### src/rtl/led_blink_ctrl_if.sv
// Command channel for led_blink_ctrl: valid/ready handshake plus blink parameters.
// The master (user logic) drives the command; the slave (controller) returns ready.
interface led_blink_ctrl_if;
    logic       cmd_valid;
    logic       cmd_ready;
    logic [3:0] cmd_count;
    logic [7:0] cmd_on;
    logic [7:0] cmd_off;

    modport master (
        output cmd_valid,
        output cmd_count,
        output cmd_on,
        output cmd_off,
        input  cmd_ready
    );

    modport slave (
        input  cmd_valid,
        input  cmd_count,
        input  cmd_on,
        input  cmd_off,
        output cmd_ready
    );
endinterface

### src/rtl/led_blink_ctrl.sv
// Command-driven LED blink sequencer: N on/off pulses timed by a tick prescaler, then done.
// Optional pause input enabled by defining LED_BLINK_CTRL_PAUSE_EN.
module led_blink_ctrl #(
    parameter int unsigned PRESCALE = 100000
) (
    input  logic                   clk,
    input  logic                   rst,
    led_blink_ctrl_if.slave        cmd_if,
    input  logic                   abort_i,
`ifdef LED_BLINK_CTRL_PAUSE_EN
    input  logic                   pause_i,
`endif
    output logic                   led_o,
    output logic                   led_probe_o,
    output logic                   busy_o,
    output logic                   done_o
);

    localparam int unsigned PresW = (PRESCALE > 2) ? $clog2(PRESCALE) : 1;
    localparam logic [PresW-1:0] PresMax = PresW'(PRESCALE - 1);

    typedef enum logic [1:0] {StIdle, StOn, StOff} state_e;

    state_e           state_q;
    logic [PresW-1:0] presc_q;
    logic [7:0]       tick_cnt_q;
    logic [7:0]       on_len_q;
    logic [7:0]       off_len_q;
    logic [3:0]       remaining_q;
    logic             continuous_q;
    logic             led_q;
    logic             busy_q;
    logic             done_q;

    logic             hold;
    logic             accept;
    logic             tick;
    logic [7:0]       tick_cnt_inc;

`ifdef LED_BLINK_CTRL_PAUSE_EN
    assign hold = pause_i;
`else
    assign hold = 1'b0;
`endif

    assign cmd_if.cmd_ready = (state_q == StIdle) && !abort_i;
    assign accept           = cmd_if.cmd_valid && cmd_if.cmd_ready;
    assign tick             = (state_q != StIdle) && !hold && (presc_q == PresMax);
    assign tick_cnt_inc     = tick_cnt_q + 8'd1;

    always_ff @(posedge clk or posedge rst) begin
        if (rst) begin
            state_q      <= StIdle;
            presc_q      <= '0;
            tick_cnt_q   <= '0;
            on_len_q     <= '0;
            off_len_q    <= '0;
            remaining_q  <= '0;
            continuous_q <= 1'b0;
            led_q        <= 1'b0;
            busy_q       <= 1'b0;
            done_q       <= 1'b0;
        end else begin
            done_q <= 1'b0;
            if (abort_i) begin
                // Abort wins over everything, including pause; the command is discarded.
                state_q      <= StIdle;
                presc_q      <= '0;
                tick_cnt_q   <= '0;
                on_len_q     <= '0;
                off_len_q    <= '0;
                remaining_q  <= '0;
                continuous_q <= 1'b0;
                led_q        <= 1'b0;
                busy_q       <= 1'b0;
            end else begin
                case (state_q)
                    StIdle: begin
                        if (accept) begin
                            on_len_q     <= (cmd_if.cmd_on == 8'd0) ? 8'd1 : cmd_if.cmd_on;
                            off_len_q    <= (cmd_if.cmd_off == 8'd0) ? 8'd1 : cmd_if.cmd_off;
                            remaining_q  <= cmd_if.cmd_count;
                            continuous_q <= (cmd_if.cmd_count == 4'd0);
                            presc_q      <= '0;
                            tick_cnt_q   <= '0;
                            state_q      <= StOn;
                            led_q        <= 1'b1;
                            busy_q       <= 1'b1;
                        end
                    end
                    StOn: begin
                        if (tick) begin
                            presc_q <= '0;
                            if (tick_cnt_inc == on_len_q) begin
                                tick_cnt_q <= '0;
                                state_q    <= StOff;
                                led_q      <= 1'b0;
                            end else begin
                                tick_cnt_q <= tick_cnt_inc;
                            end
                        end else if (!hold) begin
                            presc_q <= presc_q + PresW'(1);
                        end
                    end
                    StOff: begin
                        if (tick) begin
                            presc_q <= '0;
                            if (tick_cnt_inc == off_len_q) begin
                                tick_cnt_q <= '0;
                                if (continuous_q || (remaining_q > 4'd1)) begin
                                    if (!continuous_q) begin
                                        remaining_q <= remaining_q - 4'd1;
                                    end
                                    state_q <= StOn;
                                    led_q   <= 1'b1;
                                end else begin
                                    remaining_q <= '0;
                                    state_q     <= StIdle;
                                    busy_q      <= 1'b0;
                                    done_q      <= 1'b1;
                                end
                            end else begin
                                tick_cnt_q <= tick_cnt_inc;
                            end
                        end else if (!hold) begin
                            presc_q <= presc_q + PresW'(1);
                        end
                    end
                    default: begin
                        state_q <= StIdle;
                        led_q   <= 1'b0;
                        busy_q  <= 1'b0;
                    end
                endcase
            end
        end
    end

    assign led_o       = led_q;
    assign led_probe_o = led_q;
    assign busy_o      = busy_q;
    assign done_o      = done_q;

endmodule

### src/flat_wrapper.sv
// flat-port wrapper written by rule: the top's interface ports become plain ports
module led_blink_ctrl_flat 
#(
    parameter int unsigned PRESCALE = 100000
)
  (clk, rst, abort_i, led_o, led_probe_o, busy_o, done_o, cmd_if_cmd_valid, cmd_if_cmd_count, cmd_if_cmd_on, cmd_if_cmd_off, cmd_if_cmd_ready);
  led_blink_ctrl_if cmd_if_i ();
  input  logic clk;
  input  logic rst;
  input  logic abort_i;
  output logic led_o;
  output logic led_probe_o;
  output logic busy_o;
  output logic done_o;
  input wire logic [$bits(cmd_if_i.cmd_valid)-1:0] cmd_if_cmd_valid;
  input wire logic [$bits(cmd_if_i.cmd_count)-1:0] cmd_if_cmd_count;
  input wire logic [$bits(cmd_if_i.cmd_on)-1:0] cmd_if_cmd_on;
  input wire logic [$bits(cmd_if_i.cmd_off)-1:0] cmd_if_cmd_off;
  output wire logic [$bits(cmd_if_i.cmd_ready)-1:0] cmd_if_cmd_ready;
  assign cmd_if_i.cmd_valid = cmd_if_cmd_valid;
  assign cmd_if_i.cmd_count = cmd_if_cmd_count;
  assign cmd_if_i.cmd_on = cmd_if_cmd_on;
  assign cmd_if_i.cmd_off = cmd_if_cmd_off;
  assign cmd_if_cmd_ready = cmd_if_i.cmd_ready;
  led_blink_ctrl #(.PRESCALE(PRESCALE)) u_core (.clk(clk), .rst(rst), .cmd_if(cmd_if_i), .abort_i(abort_i), .led_o(led_o), .led_probe_o(led_probe_o), .busy_o(busy_o), .done_o(done_o));
endmodule
### config.mk
export PLATFORM = sky130hd
export DESIGN_NAME = led_blink_ctrl_flat
export DESIGN_NICKNAME = d
export VERILOG_FILES = /design/src/rtl/led_blink_ctrl_if.sv /design/src/rtl/led_blink_ctrl.sv /design/src/flat_wrapper.sv
export SDC_FILE = /design/constraint.sdc
export NUM_CORES = 1
export LEC_CHECK = 0
export ABC_AREA = 1
export CAP_MARGIN = 20
export CORE_ASPECT_RATIO = 1.4
export CORE_MARGIN = 10
export CORE_UTILIZATION = 45
export DETAILED_ROUTE_END_ITERATION = 8
export PLACE_DENSITY = 0.62
export REMOVE_ABC_BUFFERS = 1
export SLEW_MARGIN = 20
export SYNTH_ARGS = -nofsm -noshare
export SYNTH_HDL_FRONTEND = slang
export SYNTH_SLANG_ARGS = --single-unit
### constraint.sdc
create_clock -name clk -period 2.4 [get_ports clk]
set_clock_uncertainty 0.15 [all_clocks]
set_input_delay 0.36 -clock clk [delete_from_list [all_inputs] [get_ports clk]]
set_output_delay 0.36 -clock clk [all_outputs]
set_load 0.05 [all_outputs]
==> reports/metrics.yaml, run 1 <==
setup_total_negative_slack_ns: 0
num_rows: 36
synth-seq-cells: 51
ant_nets: 0
proportion_of_power_drawn_by_combinational_gates_pct: 46.7
min_period_ns: 2.19
share_of_power_burned_in_the_clock_network_pct: 17.7
drc_errors: 0
synth.distinct_cells: 42
worstPathRequired_ns: 2.45
drtIter0Drc: 142
synth.top_cells.by_count: "110 x sky130_fd_sc_hd__nand2_1, 66 x sky130_fd_sc_hd__inv_1, 51 x sky130_fd_sc_hd__dfrtp_1, 38 x sky130_fd_sc_hd__nand3_1, 34 x sky130_fd_sc_hd__nor2_1"
avg_vias_per_cell: 5.03
synthDominantAreaCellType: "sky130_fd_sc_hd__dfrtp_1"
grt_most_used_layer: "met2"
cts_tree: "built"
min_path_type: "in2async"
finish.instance_area_um2: 3780
ys_seq_area_share_pct: 40.1
synth-edff-count: 0
layout-drive-gt1-share_pct: 12.3
series_of_cell_instances_along_the_critical_path: "inv_1 -> ha_2 -> nand2_2 -> nor2_8 -> nor2_4 -> o21ai_4 -> inv_4 -> nor2_1 -> nand4_1 -> o21ai_0 -> nor2_1"
via_count: 2854
numCtsBuffers: 5
core_um2: 6940
grt_pass1_vias: 2808
floorplan_die_area_um2: 10900
worst-slew-pin-transition_ns: 0.502
placed_area_um2: 3660
synth_most_common_cell: "sky130_fd_sc_hd__nand2_1"
port-buffer-count: 28
power.internal_uw: 1780
start_util_pct: 45.9
power_frac_seq_pct: 35.6
power_switching_share_pct: 42.0
globalRoute.totalOverflow: 0
nets: 504
cap_violations: 0
fillerInstances: 687
synth_top_area_share_pct: 40.1
floorplan.die.width_um: 91.1
p_sw_uw: 1290
finalHoldViolations: 0
async_reset_ff_share_pct: 100
slowest_delay_ns: 0.43
gr-usage-met1_pct: 17.2
root_buffer_selected_by_cts: "sky130_fd_sc_hd__clkbuf_8"
report.final.slew_viol_count: 0
clock_path_buffers: 2
timing.setup.critical_path_class: "reg2reg"
slowest_stage_cell_cp: "sky130_fd_sc_hd__dfrtp_1"
post_synth_instance_area_um2: 3180
synthesis.yosys.warnings: 0
dp_hpwl_um: 6350
post-cts-setup-buffer-count: 0
setup_viol: 0
antenna_found_initial: 0
timing.critical_path.from_type: "flip-flop"
pin_count_of_the_biggest_net_entering_global_routing: 22
crit_path_most_repeated_cell: "sky130_fd_sc_hd__nor2_1"
grt_pass1_wl_um: 13400
antenna-diode-count: 0
tritoncts_num_sinks: 51
static_leakage_uw: 0.00177
category_of_the_worst_setup_path_capture_point: "flip-flop"
synth_top_cells_by_area: "sky130_fd_sc_hd__dfrtp_1 40%, sky130_fd_sc_hd__nand2_1 13%, sky130_fd_sc_hd__inv_1 7.8%"
cts.htree.levels: 2
wl_um: 7800
cp_data_arrival_time_ns: 2.24
run_status: "finished clean"
met2_usage_pct: 25.9
max_freq_mhz: 456
grt_setup_unrepaired: "no"
timing.critical_path.max_delay_family: "simple AND/OR/NAND/NOR gates"
synth_top_flop_cell: "sky130_fd_sc_hd__dfrtp_1"
power_density_cells_nw_per_um2: 811
area_growth_syn_to_layout_pct: 18.8
die_h_um: 120
path_max_fanout: 9
io_pins: 29
final_weighted_congestion_of_routability_driven_global_placement: 0.885
critical_path_buf_inv_count: 2
clock_insertion_delay_worst_skew_ns: 0.30
dr.pass1.iters: 4
layout_worst_path_cycle_share_pct: 91.4
maxSlewHeadroom_pct: 66.4
drt-wirelength-per-cell_um: 13.8
synthesis.instances: 427
path_clk_slew_ns: 0.09
vdd_ir_drop_max_mv: 0.486
global_route_usage_over_all_layers_pct: 14.9
syn_area_per_cell_um2: 7.45
gr_met3_demand_resource_pct: 3.06
[logic make-up after synthesis]
group	synth area share (%)
AO/OA/AOI/OAI	10.7
XOR/XNOR	2.48
adder cells (fa/ha/maj)	3.54
buffers and inverters	9.20
flip-flops	40.1
AND/OR/NAND/NOR	34.0
[worst paths after layout]
check / to / slack (ns) / cells after the start / start
worst max-delay path: u_core.presc_q[16] / 0.21 / 11 / u_core.state_q[1]
max in group asynchronous: u_core.remaining_q[2] / 1.34 / 3 / rst
worst min-delay path: u_core.off_len_q[4] / 0.23 / 2 / rst
worst min register to register: u_core.busy_o / 0.33 / 2 / u_core.busy_o
worst max register to register: u_core.presc_q[16] / 0.21 / 11 / u_core.state_q[1]
min in group clk: u_core.busy_o / 0.33 / 2 / u_core.busy_o
[power by group through the flow]
stage                     clock, uW  combinational (uW)  sequential (uW)
after floorplan                   0                 897             1180
after global placement            0                1410             1100
after detailed placement          0                1410             1100
after CTS                       563                1420             1090
after global routing            597                1600             1120
final                           543                1430             1090
[cells in the final DEF (no fill, tap or decap), types with 2 or more instances in the layout]
| cell | n |
|---|---|
| sky130_fd_sc_hd__nand3_1 | 38 |
| sky130_fd_sc_hd__buf_4 | 12 |
| sky130_fd_sc_hd__nor2_4 | 5 |
| sky130_fd_sc_hd__clkbuf_8 | 7 |
| sky130_fd_sc_hd__dfrtp_1 | 51 |
| sky130_fd_sc_hd__ha_2 | 2 |
| sky130_fd_sc_hd__xnor2_1 | 5 |
| sky130_fd_sc_hd__o22ai_1 | 7 |
| sky130_fd_sc_hd__ha_1 | 7 |
| sky130_fd_sc_hd__nand2_2 | 10 |
| sky130_fd_sc_hd__inv_2 | 4 |
| sky130_fd_sc_hd__a21oi_2 | 2 |
| sky130_fd_sc_hd__nand2_1 | 109 |
| sky130_fd_sc_hd__nand4_1 | 8 |
| sky130_fd_sc_hd__xor2_1 | 4 |
| sky130_fd_sc_hd__o21ai_1 | 6 |
| sky130_fd_sc_hd__nor2_2 | 5 |
| sky130_fd_sc_hd__nor4_1 | 7 |
| sky130_fd_sc_hd__nor3_1 | 5 |
| sky130_fd_sc_hd__nor2_1 | 32 |
| sky130_fd_sc_hd__a31oi_1 | 2 |
| sky130_fd_sc_hd__clkdlybuf4s50_1 | 27 |
| sky130_fd_sc_hd__inv_1 | 65 |
| sky130_fd_sc_hd__a21oi_1 | 7 |
| sky130_fd_sc_hd__o21ai_0 | 25 |
[state kept, by name (all words and copies together), names as in the netlist]
signal,flops
u_core.busy_o,1
u_core.continuous_q,1
u_core.done_o,1
u_core.led_o,1
u_core.off_len_q,8
u_core.on_len_q,8
u_core.presc_q,17
u_core.remaining_q,4
u_core.state_q,2
u_core.tick_cnt_q,8
[per-stage QoR]
stage / setup WS [ns] / hold slack [ns] / utilization (%) / std cells / total power, uW
after floorplan: 0.342 / 0.282 / - / 424 / 2070
after global placement: 0.168 / 0.308 / 52.8 / 559 / 2510
after detailed placement: 0.138 / 0.315 / 52.8 / 559 / 2520
after CTS: 0.134 / 0.231 / 54.2 / 567 / 3070
after global routing: 0.00425 / 0.260 / 54.5 / 567 / 3310
final: 0.205 / 0.227 / 54.5 / 567 / 3070
[layout make-up]
cell class                 count  area, um^2  share of cell area (%)
multi-input combinational    302        1640                    43.3
sequential                    51        1280                    33.7
timing repair buffer          40         380                    10.1
inverter                      71         270                    7.15
tap                           95         119                    3.14
clock buffer                   8         100                    2.65
[what timing repair did]
item	CTS	global route
hold buffers	0	0
gates resized for setup	0	7
setup endpoints to repair	0	18
[per-layer routing]
metal	part of all wire (%)	vias up
li1	-	1472
met1	42	1300
met2	51	60
met3	4.4	22
met4	3.2	0
met5	0	-
Note: power is estimated with default switching activity, not from simulation.
==> run 2: changes to the inputs <==
- CORE_UTILIZATION: 45 -> 55
- PLACE_DENSITY: 0.62 -> 0.74
==> run 2 against run 1 <==
Via count increased by 2.5%; non-clock buffer count increased by 1; maximum frequency decreased by 1.4%; register-to-register slack got worse by 0.03 ns; design area decreased by 0.17%; power increased by 5.7%; flip-flop and latch count unchanged; largest cell class unchanged; highest routed layer unchanged.
==> reports/metrics.yaml, run 2 (synthesis gave the netlist of run 1 again) <==
maxSlewHeadroom_pct: 65.8  # -0.61 points
global_route_usage_over_all_layers_pct: 17.5  # +2.6 points
flip_flop_count_of_the_largest_register_all_copies_and_words_added: 17  # unchanged
r2r-end: "u_core.state_q[1]"
min_path_type: "in2async"
timing.setup.critical_path_class: "reg2reg"
worstPathRequired_ns: 2.44  # about the same
path_clk_slew_ns: 0.10  # about the same
static_leakage_uw: 0.00179  # +1.0%
met3_length_um: 277  # -19%
floorplan.die.width_um: 84.3  # -7.4%
die_h_um: 110  # -7.9%
grt_pass1_vias: 2969  # +5.7%
drt-wirelength-per-cell_um: 14.7  # +6.7%
clock_insertion_delay_worst_skew_ns: 0.30  # about the same
met2WireLength_um: 4240  # +7.5%
power_density_cells_nw_per_um2: 858  # +5.9%
worst-slew-pin-transition_ns: 0.511  # +0.00917 ns
cap_violations: 0  # unchanged
avg_vias_per_cell: 5.40  # +7.4%
finalHoldViolations: 0  # unchanged
start_util_pct: 57.2  # +11 points
layout-drive-gt1-share_pct: 12.1  # -0.24 points
dp_hpwl_um: 6170  # -2.9%
core_um2: 5570  # -20%
globalRoute.totalOverflow: 0  # unchanged
root_buffer_selected_by_cts: "sky130_fd_sc_hd__clkbuf_8"
vdd_ir_drop_max_mv: 0.654  # +35%
flop2flop_setup_slack_ns: 0.17  # -0.03 ns
hold_slack_ns: 0.242  # +0.0146 ns
floorplan_die_area_um2: 9270  # -15%
grt_pass1_wl_um: 13500  # +0.67%
via_count: 2924  # +2.5%
drc_errors: 0  # unchanged
setup_total_negative_slack_ns: 0  # unchanged
drt-met1-wl_um: 3150  # -3.7%
cts_tree: "built"
slowest_stage_cell_cp: "sky130_fd_sc_hd__dfrtp_1"
antenna_found_initial: 0  # unchanged
numCtsBuffers: 5  # unchanged
min_period_ns: 2.23  # +0.0310 ns
drtIter0Drc: 155  # +9.2%
report.final.slew_viol_count: 0  # unchanged
ant_nets: 0  # unchanged
r2r-start: "u_core.state_q[1]"
wl_um: 7940  # +1.8%
cts.htree.levels: 2  # unchanged
grt_setup_unrepaired: "no"
category_of_the_worst_setup_path_capture_point: "flip-flop"
pin_count_of_the_biggest_net_entering_global_routing: 52  # +140%
area_growth_syn_to_layout_pct: 18.6
nets: 505  # +0.20%
layout_worst_path_cycle_share_pct: 92.7  # +1.3 points
series_of_cell_instances_along_the_critical_path: "inv_1 -> ha_1 -> inv_1 -> nand4_1 -> nor2_1 -> nand3_1 -> inv_1 -> nand3_1 -> nand2_2 -> nand2_1 -> nand2_1 -> nand2_1"
final_weighted_congestion_of_routability_driven_global_placement: 0.871  # -1.5%
port-buffer-count: 28  # unchanged
registers.top_by_ff_count: "u_core.presc_q"
antenna-diode-count: 0  # unchanged
worst_setup_slack_after_layout_ns: 0.174  # -0.0310 ns
clock_path_buffers: 2  # unchanged
num_rows: 32  # -11%
mostFrequentLayoutCell: "sky130_fd_sc_hd__nand2_1"
max_freq_mhz: 449  # -1.4%
cp_data_arrival_time_ns: 2.27  # +0.03 ns
run_status: "finished clean"
dp_slack_ns: 0.143  # +0.00476 ns
slowest_delay_ns: 0.40  # -0.03 ns
top_layer_used: "met4"
tritoncts_num_sinks: 51  # unchanged
final_cell_mix: "109 x sky130_fd_sc_hd__nand2_1, 65 x sky130_fd_sc_hd__inv_1, 51 x sky130_fd_sc_hd__dfrtp_1"
setup_viol: 0  # unchanged
dr.pass1.iters: 5  # +1
ff2ff_path_depth: 12  # +1
path_max_fanout: 5  # -4
io_pins: 29  # unchanged
timing.critical_path.from_type: "flip-flop"
[run 2: through the flow]
step | total power (uW) | cell area, um^2 | utilization, % | cells
after floorplan | 2070 | 3160 | - | 424
after global placement | 2500 | 3630 | 65.2 | 532
after detailed placement | 2530 | 3630 | 65.2 | 532
after CTS | 3250 | 3760 | 67.5 | 540
after global routing | 3470 | 3780 | 67.9 | 541
final | 3240 | 3780 | 67.9 | 541
[run 2: power by group]
group | internal (uW) | switching (uW)
sequential | 992 | 100
combinational | 524 | 920
clock | 417 | 287
total | 1930 | 1310
[run 2: final cells by class]
type	count	area, um^2
Sequential cell	51	1280
Tap cell	68	85.1
Timing Repair Buffer	41	388
Inverter	71	270
Clock buffer	6	72.6
Clock inverter	2	60.1
Multi-Input combinational cell	302	1620
Fill cell	492	1790
[run 2: worst max-delay path by stage]
stage                               startpoint  depth (start not counted)  slack (ns)            endpoint
after floorplan              u_core.state_q[0]                         11        0.34  u_core.presc_q[12]
after global placement                 abort_i                         11        0.17  u_core.presc_q[16]
after detailed placement               abort_i                         11        0.14  u_core.presc_q[16]
after CTS                 u_core.tick_cnt_q[1]                         14         0.1   u_core.state_q[1]
after global routing         u_core.state_q[1]                         12       0.008   u_core.state_q[1]
final                        u_core.state_q[1]                         12        0.17   u_core.state_q[1]
[run 2: repair_timing]
| action | 4_1_cts | 5_1_grt |
|---|---|---|
| hold buffers | 0 | 0 |
| endpoints found under the hold margin | 0 | 0 |
| buffers inserted | 0 | 1 |
| gates resized for setup | 0 | 4 |
| endpoints found under the setup margin | 0 | 16 |
[run 2: worst max-delay path, delay by kind of cell, from the launching register on]
kind,cells,cell delay [ns]
adders and majority gates,1,0.26
buffers and inverters,3,0.37
DFF,1,0.40
and+or+nand+nor,8,0.93
[run 2: layer usage]
metal  GRT usage [%]  vias to the layer above
li1                -                     1467
met1            18.9                     1365
met2            33.0                       71
met3            2.42                       21
met4            8.03                        0
met5               0                        -
